$ cat config.mk
export PLATFORM = sky130hd
export DESIGN_NAME = mem_arbiter_flat
export DESIGN_NICKNAME = d
export VERILOG_FILES = /design/src/rtl/mem_arbiter_if.sv /design/src/rtl/mem_arbiter.sv /design/src/flat_wrapper.sv
export SDC_FILE = /design/constraint.sdc
export NUM_CORES = 1
export LEC_CHECK = 0
export BUFFER_PORTS_ARGS = -buffer_cell sky130_fd_sc_hd__buf_2
export CORE_MARGIN = 2
export CORE_UTILIZATION = 39
export CTS_CLUSTER_SIZE = 8
export DETAILED_ROUTE_END_ITERATION = 7
export PLACE_DENSITY_LB_ADDON = 0.25
export SLEW_MARGIN = 0
export SYNTH_ARGS = -nofsm -noshare
export SYNTH_HDL_FRONTEND = slang
export SYNTH_SLANG_ARGS = --single-unit
$ cat constraint.sdc
create_clock -name clk -period 6.16 [get_ports clk]
set_clock_uncertainty 0.05 [all_clocks]
set_input_delay 1.848 -clock clk [delete_from_list [all_inputs] [get_ports clk]]
set_output_delay 1.848 -clock clk [all_outputs]
set_load 0.05 [all_outputs]
$ cat src/rtl/mem_arbiter_if.sv
// Requester and memory-side signals of the shared memory arbiter.
// The arbiter takes the slave view; whoever drives requests and models mem_system takes the master view.
interface mem_arbiter_if;
    logic        i_rd;
    logic [15:0] i_addr;
    logic        i_flush;
    logic [15:0] i_dout;
    logic        i_done;
    logic        i_stall;
    logic        d_rd;
    logic        d_wr;
    logic [15:0] d_addr;
    logic [15:0] d_din;
    logic [15:0] d_dout;
    logic        d_done;
    logic        d_stall;
    logic        err;
    logic        mem_rd;
    logic        mem_wr;
    logic [15:0] mem_addr;
    logic [15:0] mem_din;
    logic [15:0] mem_dout;
    logic        mem_done;
    logic        mem_stall;
    logic        mem_err;

    modport slave (
        input  i_rd, i_addr, i_flush, d_rd, d_wr, d_addr, d_din,
               mem_dout, mem_done, mem_stall, mem_err,
        output i_dout, i_done, i_stall, d_dout, d_done, d_stall, err,
               mem_rd, mem_wr, mem_addr, mem_din
    );

    modport master (
        output i_rd, i_addr, i_flush, d_rd, d_wr, d_addr, d_din,
               mem_dout, mem_done, mem_stall, mem_err,
        input  i_dout, i_done, i_stall, d_dout, d_done, d_stall, err,
               mem_rd, mem_wr, mem_addr, mem_din
    );
endinterface

$ cat src/rtl/mem_arbiter.sv
// Shares one mem_system between the fetch and data stages, one transaction at a time,
// with data priority and internal draining of flushed fetches.
module mem_arbiter (
    input  logic         clk,
    input  logic         rst,
    mem_arbiter_if.slave bus
);
    localparam logic [1:0] IDLE    = 2'd0;
    localparam logic [1:0] BUSY_D  = 2'd1;
    localparam logic [1:0] BUSY_I  = 2'd2;
    localparam logic [1:0] DRAIN_I = 2'd3;

    logic [1:0]  state;
    logic [1:0]  state_nxt;
    logic [15:0] drain_addr;
    logic        err_q;
    logic        d_req;
    logic        i_issue;
    logic        own_d;
    logic        own_i;
    logic        owned;
    logic        draining;
    logic        err_set;
    logic        unused_mem_stall;

    // mem_stall is informational only; mem_done alone ends a transaction.
    assign unused_mem_stall = bus.mem_stall;

    assign d_req    = bus.d_rd | bus.d_wr;
    assign i_issue  = bus.i_rd & ~bus.i_flush;
    assign draining = (state == DRAIN_I);

    // Owner this cycle: the transaction in flight, or the one IDLE issues right now.
    always_comb begin
        own_d = 1'b0;
        own_i = 1'b0;
        if (!rst) begin
            case (state)
                IDLE: begin
                    own_d = d_req;
                    own_i = ~d_req & i_issue;
                end
                BUSY_D:  own_d = 1'b1;
                default: own_i = 1'b1;
            endcase
        end
    end
    assign owned = own_d | own_i;

    always_comb begin
        bus.mem_rd   = 1'b0;
        bus.mem_wr   = 1'b0;
        bus.mem_addr = 16'h0000;
        bus.mem_din  = 16'h0000;
        if (own_d) begin
            bus.mem_rd   = bus.d_rd;
            bus.mem_wr   = bus.d_wr;
            bus.mem_addr = bus.d_addr;
            bus.mem_din  = bus.d_din;
        end else if (own_i) begin
            // Once flushed, the requester may move on; keep the issued address on the port.
            bus.mem_rd   = 1'b1;
            bus.mem_addr = (draining || (state == BUSY_I && bus.i_flush)) ? drain_addr : bus.i_addr;
        end
    end

    assign bus.d_done  = own_d & bus.mem_done;
    assign bus.i_done  = own_i & bus.mem_done & ~draining & ~bus.i_flush;
    assign bus.d_dout  = bus.mem_dout;
    assign bus.i_dout  = bus.mem_dout;
    assign bus.d_stall = d_req & ~bus.d_done;
    assign bus.i_stall = bus.i_rd & ~bus.i_done;
    assign bus.err     = err_q;

    always_comb begin
        state_nxt = state;
        case (state)
            IDLE: begin
                if (!bus.mem_done) begin
                    if (d_req)        state_nxt = BUSY_D;
                    else if (i_issue) state_nxt = BUSY_I;
                end
            end
            BUSY_D: if (bus.mem_done) state_nxt = IDLE;
            BUSY_I: begin
                if (bus.mem_done)     state_nxt = IDLE;
                else if (bus.i_flush) state_nxt = DRAIN_I;
            end
            default: if (bus.mem_done) state_nxt = IDLE;
        endcase
    end

    assign err_set = (bus.d_rd & bus.d_wr)
                   | (owned & bus.mem_err)
                   | ((state == BUSY_D) & ~d_req)
                   | ((state == BUSY_I) & ~bus.i_rd & ~bus.i_flush);

    always_ff @(posedge clk) begin
        if (rst) begin
            state <= IDLE;
            err_q <= 1'b0;
        end else begin
            state <= state_nxt;
            err_q <= err_q | err_set;
        end
    end

    always_ff @(posedge clk) begin
        if (state == IDLE && own_i) drain_addr <= bus.i_addr;
    end
endmodule

$ cat src/flat_wrapper.sv
// flat-port wrapper written by rule: the top's interface ports become plain ports
module mem_arbiter_flat 
  (clk, rst, bus_i_rd, bus_i_addr, bus_i_flush, bus_d_rd, bus_d_wr, bus_d_addr, bus_d_din, bus_mem_dout, bus_mem_done, bus_mem_stall, bus_mem_err, bus_i_dout, bus_i_done, bus_i_stall, bus_d_dout, bus_d_done, bus_d_stall, bus_err, bus_mem_rd, bus_mem_wr, bus_mem_addr, bus_mem_din);
  mem_arbiter_if bus_i ();
  input  logic clk;
  input  logic rst;
  input wire logic [$bits(bus_i.i_rd)-1:0] bus_i_rd;
  input wire logic [$bits(bus_i.i_addr)-1:0] bus_i_addr;
  input wire logic [$bits(bus_i.i_flush)-1:0] bus_i_flush;
  input wire logic [$bits(bus_i.d_rd)-1:0] bus_d_rd;
  input wire logic [$bits(bus_i.d_wr)-1:0] bus_d_wr;
  input wire logic [$bits(bus_i.d_addr)-1:0] bus_d_addr;
  input wire logic [$bits(bus_i.d_din)-1:0] bus_d_din;
  input wire logic [$bits(bus_i.mem_dout)-1:0] bus_mem_dout;
  input wire logic [$bits(bus_i.mem_done)-1:0] bus_mem_done;
  input wire logic [$bits(bus_i.mem_stall)-1:0] bus_mem_stall;
  input wire logic [$bits(bus_i.mem_err)-1:0] bus_mem_err;
  output wire logic [$bits(bus_i.i_dout)-1:0] bus_i_dout;
  output wire logic [$bits(bus_i.i_done)-1:0] bus_i_done;
  output wire logic [$bits(bus_i.i_stall)-1:0] bus_i_stall;
  output wire logic [$bits(bus_i.d_dout)-1:0] bus_d_dout;
  output wire logic [$bits(bus_i.d_done)-1:0] bus_d_done;
  output wire logic [$bits(bus_i.d_stall)-1:0] bus_d_stall;
  output wire logic [$bits(bus_i.err)-1:0] bus_err;
  output wire logic [$bits(bus_i.mem_rd)-1:0] bus_mem_rd;
  output wire logic [$bits(bus_i.mem_wr)-1:0] bus_mem_wr;
  output wire logic [$bits(bus_i.mem_addr)-1:0] bus_mem_addr;
  output wire logic [$bits(bus_i.mem_din)-1:0] bus_mem_din;
  assign bus_i.i_rd = bus_i_rd;
  assign bus_i.i_addr = bus_i_addr;
  assign bus_i.i_flush = bus_i_flush;
  assign bus_i.d_rd = bus_d_rd;
  assign bus_i.d_wr = bus_d_wr;
  assign bus_i.d_addr = bus_d_addr;
  assign bus_i.d_din = bus_d_din;
  assign bus_i.mem_dout = bus_mem_dout;
  assign bus_i.mem_done = bus_mem_done;
  assign bus_i.mem_stall = bus_mem_stall;
  assign bus_i.mem_err = bus_mem_err;
  assign bus_i_dout = bus_i.i_dout;
  assign bus_i_done = bus_i.i_done;
  assign bus_i_stall = bus_i.i_stall;
  assign bus_d_dout = bus_i.d_dout;
  assign bus_d_done = bus_i.d_done;
  assign bus_d_stall = bus_i.d_stall;
  assign bus_err = bus_i.err;
  assign bus_mem_rd = bus_i.mem_rd;
  assign bus_mem_wr = bus_i.mem_wr;
  assign bus_mem_addr = bus_i.mem_addr;
  assign bus_mem_din = bus_i.mem_din;
  mem_arbiter u_core (.clk(clk), .rst(rst), .bus(bus_i));
endmodule
==> results.py <==
metrics = {
    "outcome": {
        "status": "complete, no violations",
    },
    "clocking": {
        "worstSkewPairLatency_ns": 0.24,
        "cts-buffers-inserted": 3,
        "cts_buffer_depth": 2,
        "clkTransAtPathRegs_ns": 0.07,
        "cts_setup_buffers": 0,
        "ctsRootBufferMaster": "clkbuf_8",
        "htreeDepth": 1,
        "cts_resized": 0,
        "cts.sink_count": 19,
        "holdBufCountCts": 0,
        "tritoncts": "yes",
    },
    "sta": {
        "tightest_slew_ns": 0.6618,
        "finalSetupTns_ns": 0,
        "period_minus_slack_ns": 5.279,
        "hold_viol": 0,
        "fmax_mhz": 189.4,
        "fin_ws_ns": 0.8805,
        "setup_viol": 0,
        "finalCritPeriodShare_pct": 85.71,
        "maxSlewViolCount": 0,
        "rsz0062_at_grt": "no",
        "slew_headroom_pct": 55.73,
    },
    "final_layout": {
        "final_nets": 280,
        "final_area_sq_mm": 0.001803,
        "utilization_pct": 49.62,
        "syn_to_final_growth_pct": 22.33,
        "layout-drive-gt1-share_pct": 51.94,
        "antennaDiodeCount": 0,
    },
    "worst_setup_path": {
        "endpoint": "bus_mem_addr[5]",
        "critPathMaxStageDelay_ns": 0.54,
        "r2r-end": "u_core.drain_addr[14]",
        "critical_path.top_delay_family": "buffers and inverters",
        "cp_max_fo": 24,
        "crit_slowest_cell": "nor3_4",
        "worstSetupPathType": "in2out",
        "cp-end-kind": "output pin",
        "crit_path_cell_trace": "buf_2 -> nor3_1 -> nor3_4 -> buf_4 -> o2bb2ai_1 -> buf_2",
        "arrival_ns": 3.38,
        "r2r_start": "u_core.state[0]",
        "start_kind": "primary input",
        "critical_path.startpoint": "bus_d_wr",
        "path_buf_inv": 3,
        "rr_worst_depth": 4,
        "crit_cells": 6,
        "path_common_cell": "buf_2",
        "r2r_slack_ns": 4.17,
        "required_ns": 4.26,
    },
    "routing": {
        "drtIter0Drc": 28,
        "first_pass_iters": 2,
        "ant_nets": 0,
        "wl_mm": 3.690,
        "drc": 0,
        "wire_per_inst_microns": 14.53,
        "vias": 1284,
        "viasPerCell": 5.055,
    },
    "yosys": {
        "yosysTopAreaCellShare_pct": 32.60,
        "netlist_instances": 145,
        "synth_top_area_cell": "edfxtp_1",
        "synth.avg_cell_area_sq_um": 10.16,
        "ys_seq_area_share_pct": 36.67,
        "ys_ff_latch": 19,
        "ys_warn_count": 0,
        "synth_cell_types": 28,
        "syn_nets": 218,
        "ys_top_cells_by_area": "edfxtp_1 (33%), buf_4 (17%), mux2i_1 (11%), o2bb2ai_1 (9.5%), and2_1 (8.1%)",
        "syn-cell-area_sq_mm": 0.001474,
    },
    "floorplanning": {
        "die_area_sq_mm": 0.004287,
        "rows": 22,
        "io_pins": 144,
        "initial_utilization_pct": 40.56,
        "die_y_microns": 65.48,
        "die_x_microns": 65.48,
        "core_region_area_sq_mm": 0.003633,
    },
    "global_routing": {
        "grt_usage_pct": 17.81,
        "first_global_vias": 1314,
        "grt_pass1_wl_mm": 5.878,
        "grt_antenna_before_repair": 0,
        "grt_max_degree": 25,
        "grt_overflow": 0,
    },
    "flow_run": {
        "drv_cap": 0,
    },
    "hold_path": {
        "hold_start": "u_core.bus.err",
        "hold_depth": 2,
        "hold_class": "reg2reg",
    },
    "power": {
        "ir_drop_uv": 89.95,
        "p_per_area_mw_per_mm2": 193.2,
        "p_leak_nw": 0.9218,
    },
    "place": {
        "place_ws_ns": 0.8403,
        "port_buffers": 94,
        "place.gp.congestion": 0.8112,
        "dp_hpwl_mm": 3.026,
        "place_area_sq_mm": 0.001758,
    },
}
[cell type report]
cell class / count / area, sq um
well taps: 48 / 60.06
fillers: 355 / 1831
repair buffers: 99 / 508.0
multi-input cells: 83 / 645.6
flip-flops and latches: 19 / 540.5
inverters: 1 / 3.754
clock buffers: 4 / 45.04
[placed cells by master (no fill, tap or decap)]
| cell type | instances |
|---|---|
| dfxtp_1 | 3 |
| clkbuf_8 | 3 |
| nand2_1 | 1 |
| nor3_2 | 1 |
| o2bb2ai_1 | 16 |
| nor3_4 | 1 |
| o31a_1 | 1 |
| and2_1 | 19 |
| mux2i_1 | 16 |
| or3_1 | 1 |
| buf_4 | 5 |
| a31oi_1 | 1 |
| clkbuf_1 | 1 |
| nand2b_1 | 2 |
| or4b_1 | 1 |
| inv_1 | 1 |
| nor2b_1 | 2 |
| a21oi_1 | 5 |
| nor4b_1 | 2 |
| nand3b_1 | 1 |
| edfxtp_1 | 16 |
| a211oi_1 | 1 |
| buf_2 | 94 |
| nor2_1 | 3 |
| o21ai_0 | 2 |
| nor4b_2 | 2 |
| nor3_1 | 3 |
| or4_1 | 1 |
| o21ai_2 | 1 |
[report_power, final]
part / switching [mW] / internal, mW
registers: 0.00216 / 0.141
logic: 0.0852 / 0.0380
clock network: 0.0359 / 0.0457
[per-stage QoR]
step                      std cells  hold slack (ns)  total power, mW
final                           254           0.5621           0.3483
after detailed placement        250           0.5457           0.2704
after global placement          250           0.4812           0.2682
after floorplan                 145           0.5866           0.2867
after CTS                       254           0.5583           0.3519
after global routing            254           0.5926           0.3639
[synth_stat cells]
| master | number |
|---|---|
| mux2i_1 | 16 |
| nand3b_1 | 1 |
| or4_1 | 1 |
| nor2b_1 | 2 |
| buf_2 | 5 |
| or3_1 | 1 |
| nor4b_2 | 2 |
| o21ai_2 | 1 |
| a211oi_1 | 1 |
| buf_6 | 1 |
| nor3_1 | 4 |
| nor2_1 | 3 |
| nand2b_1 | 2 |
| nor4b_1 | 2 |
| edfxtp_1 | 16 |
| inv_1 | 1 |
| dfxtp_1 | 3 |
| and2_1 | 19 |
| clkbuf_1 | 3 |
| nor3_2 | 1 |
| or4b_1 | 1 |
| o2bb2ai_1 | 16 |
| o31a_1 | 1 |
| a21oi_1 | 5 |
| a31oi_1 | 1 |
| buf_4 | 33 |
| nand2_1 | 1 |
| o21ai_0 | 2 |
[per-layer routing]
layer	global-route usage, %	wire length (microns)	share of wire, %
met5	0	0	0
met4	3.125	0	0
met3	4.281	311	8.4
met1	20.52	1494	40
met2	33.55	1884	51
[state kept, by name, summed over array words and instances, names as in the netlist]
register,flops
u_core.drain_addr,16
u_core.bus.err,1
u_core.state,2
[worst min path at each step]
| stage | slack, ns | end |
|---|---|---|
| after floorplan | 0.59 | u_core.bus.err |
| after global placement | 0.48 | u_core.bus.err |
| final | 0.56 | u_core.bus.err |
| after global routing | 0.59 | u_core.bus.err |
| after detailed placement | 0.55 | u_core.bus.err |
| after CTS | 0.56 | u_core.bus.err |
[worst min-delay path: stages (launching register included)]
cell and delay (ns):
dfxtp_1 0.34, a211oi_1 0.06, a31oi_1 0.16
[kinds of logic after synthesis]
logic type,after synthesis,share of synthesized area (%)
buf+inv,43,20.29
flops,19,36.67
mux,16,10.87
simple gates,40,18.17
compound gates,27,14.01
Note: power is estimated with default switching activity, not from simulation.
